--- config.mk ---
export PLATFORM = sky130hd
export DESIGN_NAME = pmod_enc_decoder
export DESIGN_NICKNAME = d
export VERILOG_FILES = /design/src/rtl/pmod_enc_decoder.sv
export SDC_FILE = /design/constraint.sdc
export NUM_CORES = 1
export LEC_CHECK = 0
export CAP_MARGIN = 20
export CORE_AREA = 2 2 99 101
export DETAILED_ROUTE_END_ITERATION = 8
export DIE_AREA = 0 0 101 103
export PLACE_DENSITY_LB_ADDON = 0.12
export SYNTH_ARGS = -nofsm -noshare
export SYNTH_HDL_FRONTEND = slang
export SYNTH_SLANG_ARGS = --single-unit
--- constraint.sdc ---
create_clock -name sysclk -period 3.4 [get_ports sysclk]
set_input_delay 0.51 -clock sysclk [delete_from_list [all_inputs] [get_ports sysclk]]
set_output_delay 0.51 -clock sysclk [all_outputs]
set_load 0.05 [all_outputs]
--- src/rtl/pmod_enc_decoder.sv ---
// PmodENC front end: per-signal synchronizer + debouncer, quadrature detent
// decoder with a wrapping position counter, and single-cycle event pulses.

module pmod_enc_debounce #(
    parameter int   DEBOUNCE_CYCLES = 200000,
    parameter logic RST_VAL         = 1'b0
) (
    input  logic clk,
    input  logic rst,
    input  logic raw,
    output logic level
);
    localparam int CNT_W = (DEBOUNCE_CYCLES > 1) ? $clog2(DEBOUNCE_CYCLES) : 1;
    localparam logic [CNT_W-1:0] LAST = CNT_W'(DEBOUNCE_CYCLES - 1);

    logic [1:0]       sync;
    logic [CNT_W-1:0] cnt;

    always_ff @(posedge clk) begin
        if (rst) begin
            sync  <= {2{RST_VAL}};
            level <= RST_VAL;
            cnt   <= '0;
        end else begin
            sync <= {sync[0], raw};
            if (sync[1] == level) begin
                cnt <= '0;
            end else if (cnt == LAST) begin
                level <= sync[1];
                cnt   <= '0;
            end else begin
                cnt <= cnt + 1'b1;
            end
        end
    end
endmodule

module pmod_enc_decoder #(
    parameter int DEBOUNCE_CYCLES = 200000,
    parameter int COUNT_WIDTH     = 16
) (
    input  logic                   sysclk,
    input  logic                   sysreset,
    input  logic                   enc_a,
    input  logic                   enc_b,
    input  logic                   enc_btn,
    input  logic                   enc_sw,
    input  logic                   clear_count,
    output logic [COUNT_WIDTH-1:0] count,
    output logic                   step_valid,
    output logic                   step_dir,
    output logic                   btn_level,
    output logic                   btn_press,
    output logic                   sw_level
);
    localparam int NUM_LANES = 4;
    // Lane order {sw, btn, b, a}; A/B idle high at the detent rest position.
    localparam logic [NUM_LANES-1:0] RST_LVL = 4'b0011;

    typedef enum logic [2:0] {IDLE, CW1, CW2, CW3, CCW1, CCW2, CCW3, RESYNC} state_t;

    logic [NUM_LANES-1:0] raw_bus;
    logic [NUM_LANES-1:0] lvl_bus;
    logic [1:0]           ab;
    state_t               state;
    logic                 step_inc;
    logic                 step_dec;
    logic                 btn_q;

    assign raw_bus = {enc_sw, enc_btn, enc_b, enc_a};

    for (genvar i = 0; i < NUM_LANES; i++) begin : g_lane
        pmod_enc_debounce #(
            .DEBOUNCE_CYCLES(DEBOUNCE_CYCLES),
            .RST_VAL        (RST_LVL[i])
        ) u_db (
            .clk  (sysclk),
            .rst  (sysreset),
            .raw  (raw_bus[i]),
            .level(lvl_bus[i])
        );
    end

    assign ab        = {lvl_bus[0], lvl_bus[1]};
    assign btn_level = lvl_bus[2];
    assign sw_level  = lvl_bus[3];

    // A detent completes only on the final return to 11 from the third phase.
    assign step_inc = (state == CW3)  && (ab == 2'b11);
    assign step_dec = (state == CCW3) && (ab == 2'b11);

    always_ff @(posedge sysclk) begin
        if (sysreset) begin
            state      <= IDLE;
            count      <= '0;
            step_valid <= 1'b0;
            step_dir   <= 1'b0;
            btn_q      <= 1'b0;
            btn_press  <= 1'b0;
        end else begin
            case (state)
                IDLE:   case (ab) 2'b01: state <= CW1;  2'b10: state <= CCW1; 2'b00: state <= RESYNC; default: ; endcase
                CW1:    case (ab) 2'b00: state <= CW2;  2'b11: state <= IDLE; 2'b10: state <= RESYNC; default: ; endcase
                CW2:    case (ab) 2'b10: state <= CW3;  2'b01: state <= CW1;  2'b11: state <= RESYNC; default: ; endcase
                CW3:    case (ab) 2'b11: state <= IDLE; 2'b00: state <= CW2;  2'b01: state <= RESYNC; default: ; endcase
                CCW1:   case (ab) 2'b00: state <= CCW2; 2'b11: state <= IDLE; 2'b01: state <= RESYNC; default: ; endcase
                CCW2:   case (ab) 2'b01: state <= CCW3; 2'b10: state <= CCW1; 2'b11: state <= RESYNC; default: ; endcase
                CCW3:   case (ab) 2'b11: state <= IDLE; 2'b00: state <= CCW2; 2'b10: state <= RESYNC; default: ; endcase
                RESYNC: if (ab == 2'b11) state <= IDLE;
                default: state <= IDLE;
            endcase

            step_valid <= step_inc | step_dec;
            if (step_inc | step_dec) step_dir <= step_inc;

            // Clear has priority over a coincident step; the pulse still fires.
            if (clear_count)   count <= '0;
            else if (step_inc) count <= count + 1'b1;
            else if (step_dec) count <= count - 1'b1;

            btn_q     <= btn_level;
            btn_press <= btn_level & ~btn_q;
        end
    end
endmodule

==> results of run 1 <==
## worst paths after layout
| check | end | slack, ps | cells past startpoint |
|---|---|---|---|
| worst max-delay path | count[14] | 290 | 10 |
| worst min register to register | btn_press | 400 | 1 |
| worst min-delay path | btn_press | 400 | 1 |
| worst max register to register | count[14] | 290 | 10 |
## worst reg2reg max path: cells and delay by family, from the launching register on
| kind | cells | cell delay [ps] |
|---|---|---|
| flops | 1 | 470 |
| fa+ha+maj | 2 | 710 |
| mux | 1 | 230 |
| compound gates | 4 | 1040 |
| simple gates | 3 | 570 |
## cell type report
cell class	count	area [um^2]	share of cell area, %
multi-input combinational	489	3070	51.5
sequential	107	2140	35.9
timing repair buffer	33	315	5.29
tap	114	143	2.39
clock buffer	10	138	2.31
clock inverter	6	86.3	1.45
inverter	17	63.8	1.07
## power by group
part / internal [mW] / switching [mW] / total [mW] / leakage (nW)
Combinational: 0.0982 / 0.139 / 0.238 / 1.21
Clock: 0.435 / 0.432 / 0.867 / 0.113
Sequential: 1.27 / 0.0103 / 1.28 / 0.864
Total: 1.80 / 0.582 / 2.39 / 2.19
## kinds of logic after synthesis
| group | after synthesis | synth area share (%) |
|---|---|---|
| XOR/XNOR | 66 | 10.6 |
| AO/OA/AOI/OAI | 98 | 10.9 |
| multiplexers | 9 | 1.68 |
| AND/OR/NAND/NOR | 289 | 26.9 |
| adder cells (fa/ha/maj) | 27 | 6.36 |
| buffers and inverters | 45 | 4.10 |
| flip-flops | 107 | 39.4 |
## through the flow
stage / cells / area, um^2 / hold WS, ps
after floorplan: 641 / 5430 / 367
after global placement: 760 / 5730 / 376
after detailed placement: 760 / 5730 / 391
after CTS: 776 / 5960 / 405
after global routing: 776 / 5960 / 429
final: 776 / 5960 / 402
## state kept, by name (all words and copies together), names as in the netlist
name / cells
state: 3
btn_press: 1
count: 16
g_lane.u_db.sync: 8
btn_q: 1
g_lane.u_db.level: 4
g_lane.u_db.cnt: 72
step_valid: 1
step_dir: 1
## layer usage
metal	global-route usage (%)	up-vias	share of wire, %
met2	34.8	62	48
met1	26.4	2036	47
met4	8.63	0	1.6
met3	3.93	14	3.2
li1	-	2248	-
met5	0	-	0
## cell usage after synthesis, drive strengths merged (5+ instances only)
master  number  area (um^2)
nand2b       8         50.1
clkbuf      13         48.8
and4         5         46.3
xor2        39          342
a21oi       40          200
nor4         5         43.8
a21o         7         52.6
or2         10         62.6
nor3        10         50.1
o21ai       24          120
nor2b        7         43.8
xnor2       27          236
nand4       15         93.8
mux2i        8         80.1
ha          26          325
or3         12         75.1
inv         17         63.8
nand3       34          170
nand2       53          199
nor2        90          338
buf         15          110
and3        19          120
dfxtp      107         2140
## what timing repair did
item,4_1_cts,5_1_grt
endpoints found under the setup margin,0,1
resized for setup,0,1
hold buffers,0,0
==> results.yml, run 1 <==
synth:
  synth.distinct_cells: 55
  synth_nets: 675
  yosys_register_bits: 107
  synth_ff_type: "dfxtp_1"
  synth_cells: 641
  yosys_warnings: 0
  ys_seq_area_share_pct: 39.4
  synthArstFlopShare_pct: 0
  synth_edf_count: 0
  syn_area_um2: 5430
  syn_area_per_cell_um2: 8.48
route:
  drc: 0
  vias: 4360
  via_per_inst: 5.62
  first_iter_violations: 192
  wl_per_cell_um: 13.0
  ant_nets: 0
  wirelength_mm: 10.1
  drtPass1Iterations: 4
worst_setup_path:
  slowest_delay_ps: 470
  worstPathCellList: "ha_1 > nand2_1 > or2_4 > ha_1 > o211a_1 > a221oi_1 > o21ai_0 > a221oi_1 > mux2i_1 > nand2_1"
  arrival_ps: 3380
  timing.rr.start: "g_lane[0].u_db.level"
  start_kind: "flip-flop"
  worstSetupEndpointType: "flip-flop"
  cp_slowest_cell: "dfxtp_1"
  cp.required_ps: 3670
  criticalPathCategory: "flip-flop to flip-flop"
  path_buf_inv: 0
  startpoint: "g_lane[0].u_db.level"
  cp_max_fo: 17
  path_delay_family: "compound AO/OA/AOI/OAI gates"
min_path:
  hold_start: "btn_q"
  hp-class: "flip-flop to flip-flop"
clock_tree:
  clkLatencyLatePin_ps: 380
  htreeDepth: 3
  cts-root-buf: "clkbuf_8"
  clockBufferDepth: 2
  post_cts_buffers: 0
  clkTransAtPathRegs_ps: 100
  cts_sinks: 107
  cts_tree: "yes"
  cts_buffers: 9
floorplanning:
  die_x_um: 101
  die_h_um: 103
  start_util_pct: 57.4
  fp.coreArea_um2: 9460
  die_area_um2: 10400
  rows: 36
  boundaryPins: 28
finish:
  drive_gt1_share_pct: 5.44
  utilization_pct: 63.0
  mostFrequentLayoutCells: "107 x dfxtp_1, 90 x nor2_1, 53 x nand2_1, 40 x a21oi_1, 39 x xor2_1"
  antenna_cells: 0
  fin_nets: 691
  fillers: 825
  final_common_cell: "dfxtp_1"
  syn2layout_area_growth_pct: 9.67
timing:
  max_slew_margin_pct: 54.2
  tightest_slew_ps: 687
  fin_crit_ps: 3110
  layout_setup_ws_ps: 287
  hold_viol_final: 0
  post-route-period-util_pct: 91.5
  setup_viol: 0
  slew_viol_final: 0
  max_freq_mhz: 321
  setup_tns_ps: 0
  rsz0062_at_grt: "no"
  skew_ps: 16.8
placement:
  io_buffers: 27
  dp_slack_ps: 223
  hpwlAfterDp_mm: 7.09
  globalplace.congestion: 0.902
job:
  drv_cap: 0
power:
  p_leak_nw: 2.19
  p_total_mw: 2.39
  max-vdd-ir-drop_mv: 0.227
  powerDensity_nw_per_um2: 400
status:
  status: "finished, final reports clean"
grt:
  grt_pass1_vias: 4021
  grt_max_degree: 22
  grt_pass1_wl_mm: 17.6
  grt-ovfl-total: 0
  track_usage_pct: 20.8
  antenna_found_initial: 0
Note: power is estimated with default switching activity, not from simulation.
==> run 2, diff against run 1 <==
Settings changed: CORE_AREA 2 2 99 101 to 2 2 75 131, DIE_AREA 0 0 101 103 to 0 0 77 133.
==> results.yml, run 2 (synthesis results as in run 1) <==
status:
  status: "finished, final reports clean"
floorplanning:
  die_h_um: 133
  fp.coreArea_um2: 9290
  rows: 47
  boundaryPins: 28
  die_area_um2: 10200
  start_util_pct: 58.5
  die_x_um: 77
clock_tree:
  htreeDepth: 3
  cts_tree: "yes"
  cts_sinks: 107
  post_cts_buffers: 0
  clockBufferDepth: 2
  clkLatencyLatePin_ps: 340
  clkTransAtPathRegs_ps: 70
  cts_buffers: 9
  cts-root-buf: "clkbuf_16"
worst_setup_path:
  cp_slowest_cell: "dfxtp_1"
  start_kind: "flip-flop"
  path_delay_family: "compound AO/OA/AOI/OAI gates"
  path_buf_inv: 0
  criticalPathCategory: "flip-flop to flip-flop"
  worstSetupEndpointType: "flip-flop"
  cp_max_fo: 17
  arrival_ps: 3260
  worstPathCellList: "ha_1 > nand2_1 > or2_4 > ha_1 > o211a_1 > a221oi_1 > o21ai_0 > a221oi_1 > mux2i_1 > nand2_1"
  cp.required_ps: 3630
  slowest_delay_ps: 470
route:
  wirelength_mm: 10.3
  wl_per_cell_um: 13.2
  drc: 0
  first_iter_violations: 145
  ant_nets: 0
  route.met2.wl_mm: 5.41
  routed.top_layer: "met4"
  drtPass1Iterations: 4
  via_per_inst: 5.60
  wl_met3_um: 279
  wl_met1_mm: 4.38
  vias: 4385
placement:
  dp_slack_ps: 229
  globalplace.congestion: 0.851
  io_buffers: 27
  numPlacedInstances: 767
  hpwlAfterDp_mm: 7.55
  place_area_um2: 5740
timing:
  setup_tns_ps: 0
  max_freq_mhz: 330
  post-route-period-util_pct: 89.2
  slew_viol_final: 0
  setup_viol: 0
  fin_crit_ps: 3030
  hold_viol_final: 0
  max_slew_margin_pct: 47.7
  tightest_slew_ps: 782
  skew_ps: 7.70
  layout_setup_ws_ps: 369
  hold_ws_ps: 383
  rsz0062_at_grt: "no"
power:
  clock_power_share_pct: 39.5
  comb_power_share_pct: 9.5
  pwr-share-seq_pct: 50.9
  max-vdd-ir-drop_mv: 0.435
  swShare_pct: 24.2
  p_switching_mw: 0.608
  powerDensity_nw_per_um2: 417
  p_leak_nw: 2.21
  internal_power_mw: 1.91
finish:
  largest_register_ffs: 72
  drive_gt1_share_pct: 5.30
  regMostFlops: "g_lane.u_db.cnt"
  final_area_um2: 6030
  final_common_cell: "dfxtp_1"
  antenna_cells: 0
  syn2layout_area_growth_pct: 10.9
  final_cells: 783
  fillers: 852
  reg_top3: "g_lane.u_db.cnt (72), count (16), g_lane.u_db.sync (8)"
  fin_nets: 690
  mostFrequentLayoutCells: "107 x dfxtp_1, 90 x nor2_1, 53 x nand2_1, 40 x a21oi_1, 39 x xor2_1"
min_path:
  hp-class: "flip-flop to flip-flop"
grt:
  grt-ovfl-total: 0
  grt_pass1_wl_mm: 17.6
  antenna_found_initial: 0
  grt_max_degree: 22
  track_usage_pct: 20.7
  grt_pass1_vias: 4101
job:
  drv_cap: 0
[run 2: cell count changes in the layout (fill, tap and decap cells not counted), sizes merged]
cell      delta
clkinvlp     +1
bufinv       -2
buf          -1
clkbuf       +1
[run 2: metal layers]
layer | track usage (%) | up-vias
li1 | - | 2244
met1 | 22.7 | 2031
met2 | 38.2 | 88
met3 | 3.21 | 22
met4 | 10.1 | 0
met5 | 0 | -
[run 2: area by class of cell]
class                           count  area (um^2)  share of cell area [%]
Multi-Input combinational cell    489         3070                    51.0
Tap cell                          122          153                    2.53
Clock buffer                       11          253                    4.19
Timing Repair Buffer               32          308                    5.11
Clock inverter                      5         36.3                   0.602
Sequential cell                   107         2140                    35.5
Inverter                           17         63.8                    1.06
[run 2: what timing repair did]
| item | in CTS | in global routing |
|---|---|---|
| endpoints found under the setup margin | 0 | 1 |
| resized for setup | 0 | 1 |
| hold buffers | 0 | 0 |
| hold endpoints to repair | 0 | 0 |
[run 2: path summary, 6_finish.rpt]
kind | depth (start not counted) | to | start | slack, ps
setup / recovery | 10 | count[14] | g_lane[0].u_db.level | 370
hold / removal | 1 | btn_press | btn_q | 380
setup reg to reg | 10 | count[14] | g_lane[0].u_db.level | 370
hold reg to reg | 1 | btn_press | btn_q | 380
[run 2: through the flow]
stage               total power, mW  util, %
global route                   2.62     64.9
CTS                            2.54     64.8
global placement               1.54     61.7
floorplan                      1.49        -
detailed placement             1.55     61.7
finish                         2.52     64.9
[run 2: power by group through the flow]
stage / logic [mW] / registers [mW] / clock network [mW]
global placement: 0.231 / 1.31 / 0
CTS: 0.237 / 1.28 / 1.02
finish: 0.240 / 1.28 / 0.995
detailed placement: 0.236 / 1.31 / 0
floorplan: 0.172 / 1.32 / 0
global route: 0.266 / 1.28 / 1.07
[run 2: worst reg2reg max path, cell delays in order, from the launching register on]
cell and delay, ps:
dfxtp_1 470, ha_1 260, nand2_1 120, or2_4 360, ha_1 420, o211a_1 280, a221oi_1 230, o21ai_0 130
a221oi_1 350, mux2i_1 240, nand2_1 60
==> run 3, diff against run 2 <==
Settings changed: CORE_AREA 2 2 75 131 to 2 2 99 101, DIE_AREA 0 0 77 133 to 0 0 101 103.
Clock period 3.4 ns to 3.6 ns, I/O delays scaled along.
==> results.yml, run 3 (synthesis results as in run 1) <==
power:
  max-vdd-ir-drop_mv: 0.218
  p_switching_mw: 0.550
  p_leak_nw: 2.16
  pwr-share-seq_pct: 56.7
  internal_power_mw: 1.61
  powerDensity_nw_per_um2: 365
  comb_power_share_pct: 9.3
  clock_power_share_pct: 34.0
  swShare_pct: 25.4
clock_tree:
  cts_tree: "yes"
  clkLatencyLatePin_ps: 370
  clockBufferDepth: 2
  cts-root-buf: "clkbuf_8"
  post_cts_buffers: 0
  cts_resized: 0
  htreeDepth: 3
  clkTransAtPathRegs_ps: 100
  postCtsHoldBufs: 0
  cts_buffers: 9
  cts_sinks: 107
route:
  vias: 4313
  first_iter_violations: 170
  wirelength_mm: 9.89
  drc: 0
  wl_per_cell_um: 12.8
  via_per_inst: 5.57
  ant_nets: 0
  drtPass1Iterations: 4
finish:
  fillers: 858
  largest_register_ffs: 72
  mostFrequentLayoutCells: "107 x dfxtp_1, 90 x nor2_1, 53 x nand2_1, 40 x a21oi_1, 39 x xor2_1"
  fin_nets: 689
  drive_gt1_share_pct: 5.15
  final_common_cell: "dfxtp_1"
  antenna_cells: 0
  final_cells: 774
  reg_top3: "g_lane.u_db.cnt (72), count (16), g_lane.u_db.sync (8)"
  regMostFlops: "g_lane.u_db.cnt"
  syn2layout_area_growth_pct: 8.93
timing:
  hold_viol_final: 0
  fin_crit_ps: 3190
  max_freq_mhz: 314
  skew_ps: 7.80
  post-route-period-util_pct: 88.6
  setup_viol: 0
  setup_tns_ps: 0
  tightest_slew_ps: 730
  rsz0062_at_grt: "no"
  slew_viol_final: 0
  max_slew_margin_pct: 51.2
floorplanning:
  die_h_um: 103
  rows: 36
  boundaryPins: 28
  die_x_um: 101
  fp.coreArea_um2: 9460
  die_area_um2: 10400
  start_util_pct: 57.4
placement:
  globalplace.congestion: 0.893
  io_buffers: 27
  hpwlAfterDp_mm: 6.96
  numPlacedInstances: 758
worst_setup_path:
  cp_max_fo: 17
  ff2ff_setup_slack_ps: 410
  arrival_ps: 3450
  worstSetupEndpointType: "flip-flop"
  criticalPathCategory: "flip-flop to flip-flop"
  worstPathCellList: "ha_1 > nand2_1 > or2_2 > ha_1 > o211a_1 > a221oi_1 > o21ai_0 > a221oi_1 > mux2i_1 > nand2_1"
  slowest_delay_ps: 490
  start_kind: "flip-flop"
  cp.required_ps: 3870
  cp_slowest_cell: "or2_2"
grt:
  grt_max_degree: 23
  track_usage_pct: 19.6
  grt-ovfl-total: 0
  antenna_found_initial: 0
  grt_pass1_vias: 3849
  grt_pass1_wl_mm: 16.7
min_path:
  hp-class: "flip-flop to flip-flop"
status:
  status: "finished, final reports clean"
job:
  drv_cap: 0
-- run 3: worst max-delay path, delay by kind of cell (launching register included) --
family                     cells  cell delay (ps)
AOI/OAI and AO/OA              4              990
adders and majority gates      2              720
and+or+nand+nor                3              690
DFF                            1              470
muxes                          1              230
-- run 3: worst paths after layout --
check | from | to | cells past startpoint
worst max-delay path | g_lane[0].u_db.level | count[14] | 10
worst min-delay path | btn_q | btn_press | 1
worst max register to register | g_lane[0].u_db.level | count[14] | 10
worst min register to register | btn_q | btn_press | 1
-- run 3: cell type report --
class	count	area, um^2	share of cell area [%]
multi-input cells	489	3070	51.8
clock buffers	9	124	2.09
well taps	114	143	2.41
repair buffers	31	300	5.07
inverters	17	63.8	1.08
clock inverters	7	77.6	1.31
flip-flops and latches	107	2140	36.2
-- run 3: per-stage QoR --
step           instance area, um^2  worst slack (ps)  hold slack, ps  util [%]  total power, mW
2_1_floorplan                 5430               702             367         -             1.41
3_3_place_gp                  5720               484             377      60.4             1.45
3_5_place_dp                  5720               432             383      60.4             1.45
4_1_cts                       5920               408             403      62.6             2.20
5_1_grt                       5920               135             421      62.6             2.27
6_report                      5920               411             401      62.6             2.16
-- run 3: metal layers --
layer / global-route usage, % / share of wire (%)
met5: 0 / 0
met2: 34.1 / 47
met3: 2.85 / 3.0
met1: 24.3 / 48
met4: 8.84 / 1.7
-- run 3: power by group through the flow --
| stage | clock network, mW | logic, mW | registers [mW] |
|---|---|---|---|
| after floorplan | 0 | 0.163 | 1.25 |
| after detailed placement | 0 | 0.200 | 1.25 |
| after CTS | 0.771 | 0.201 | 1.23 |
| final | 0.736 | 0.202 | 1.23 |
| after global routing | 0.816 | 0.224 | 1.23 |
| after global placement | 0 | 0.195 | 1.25 |
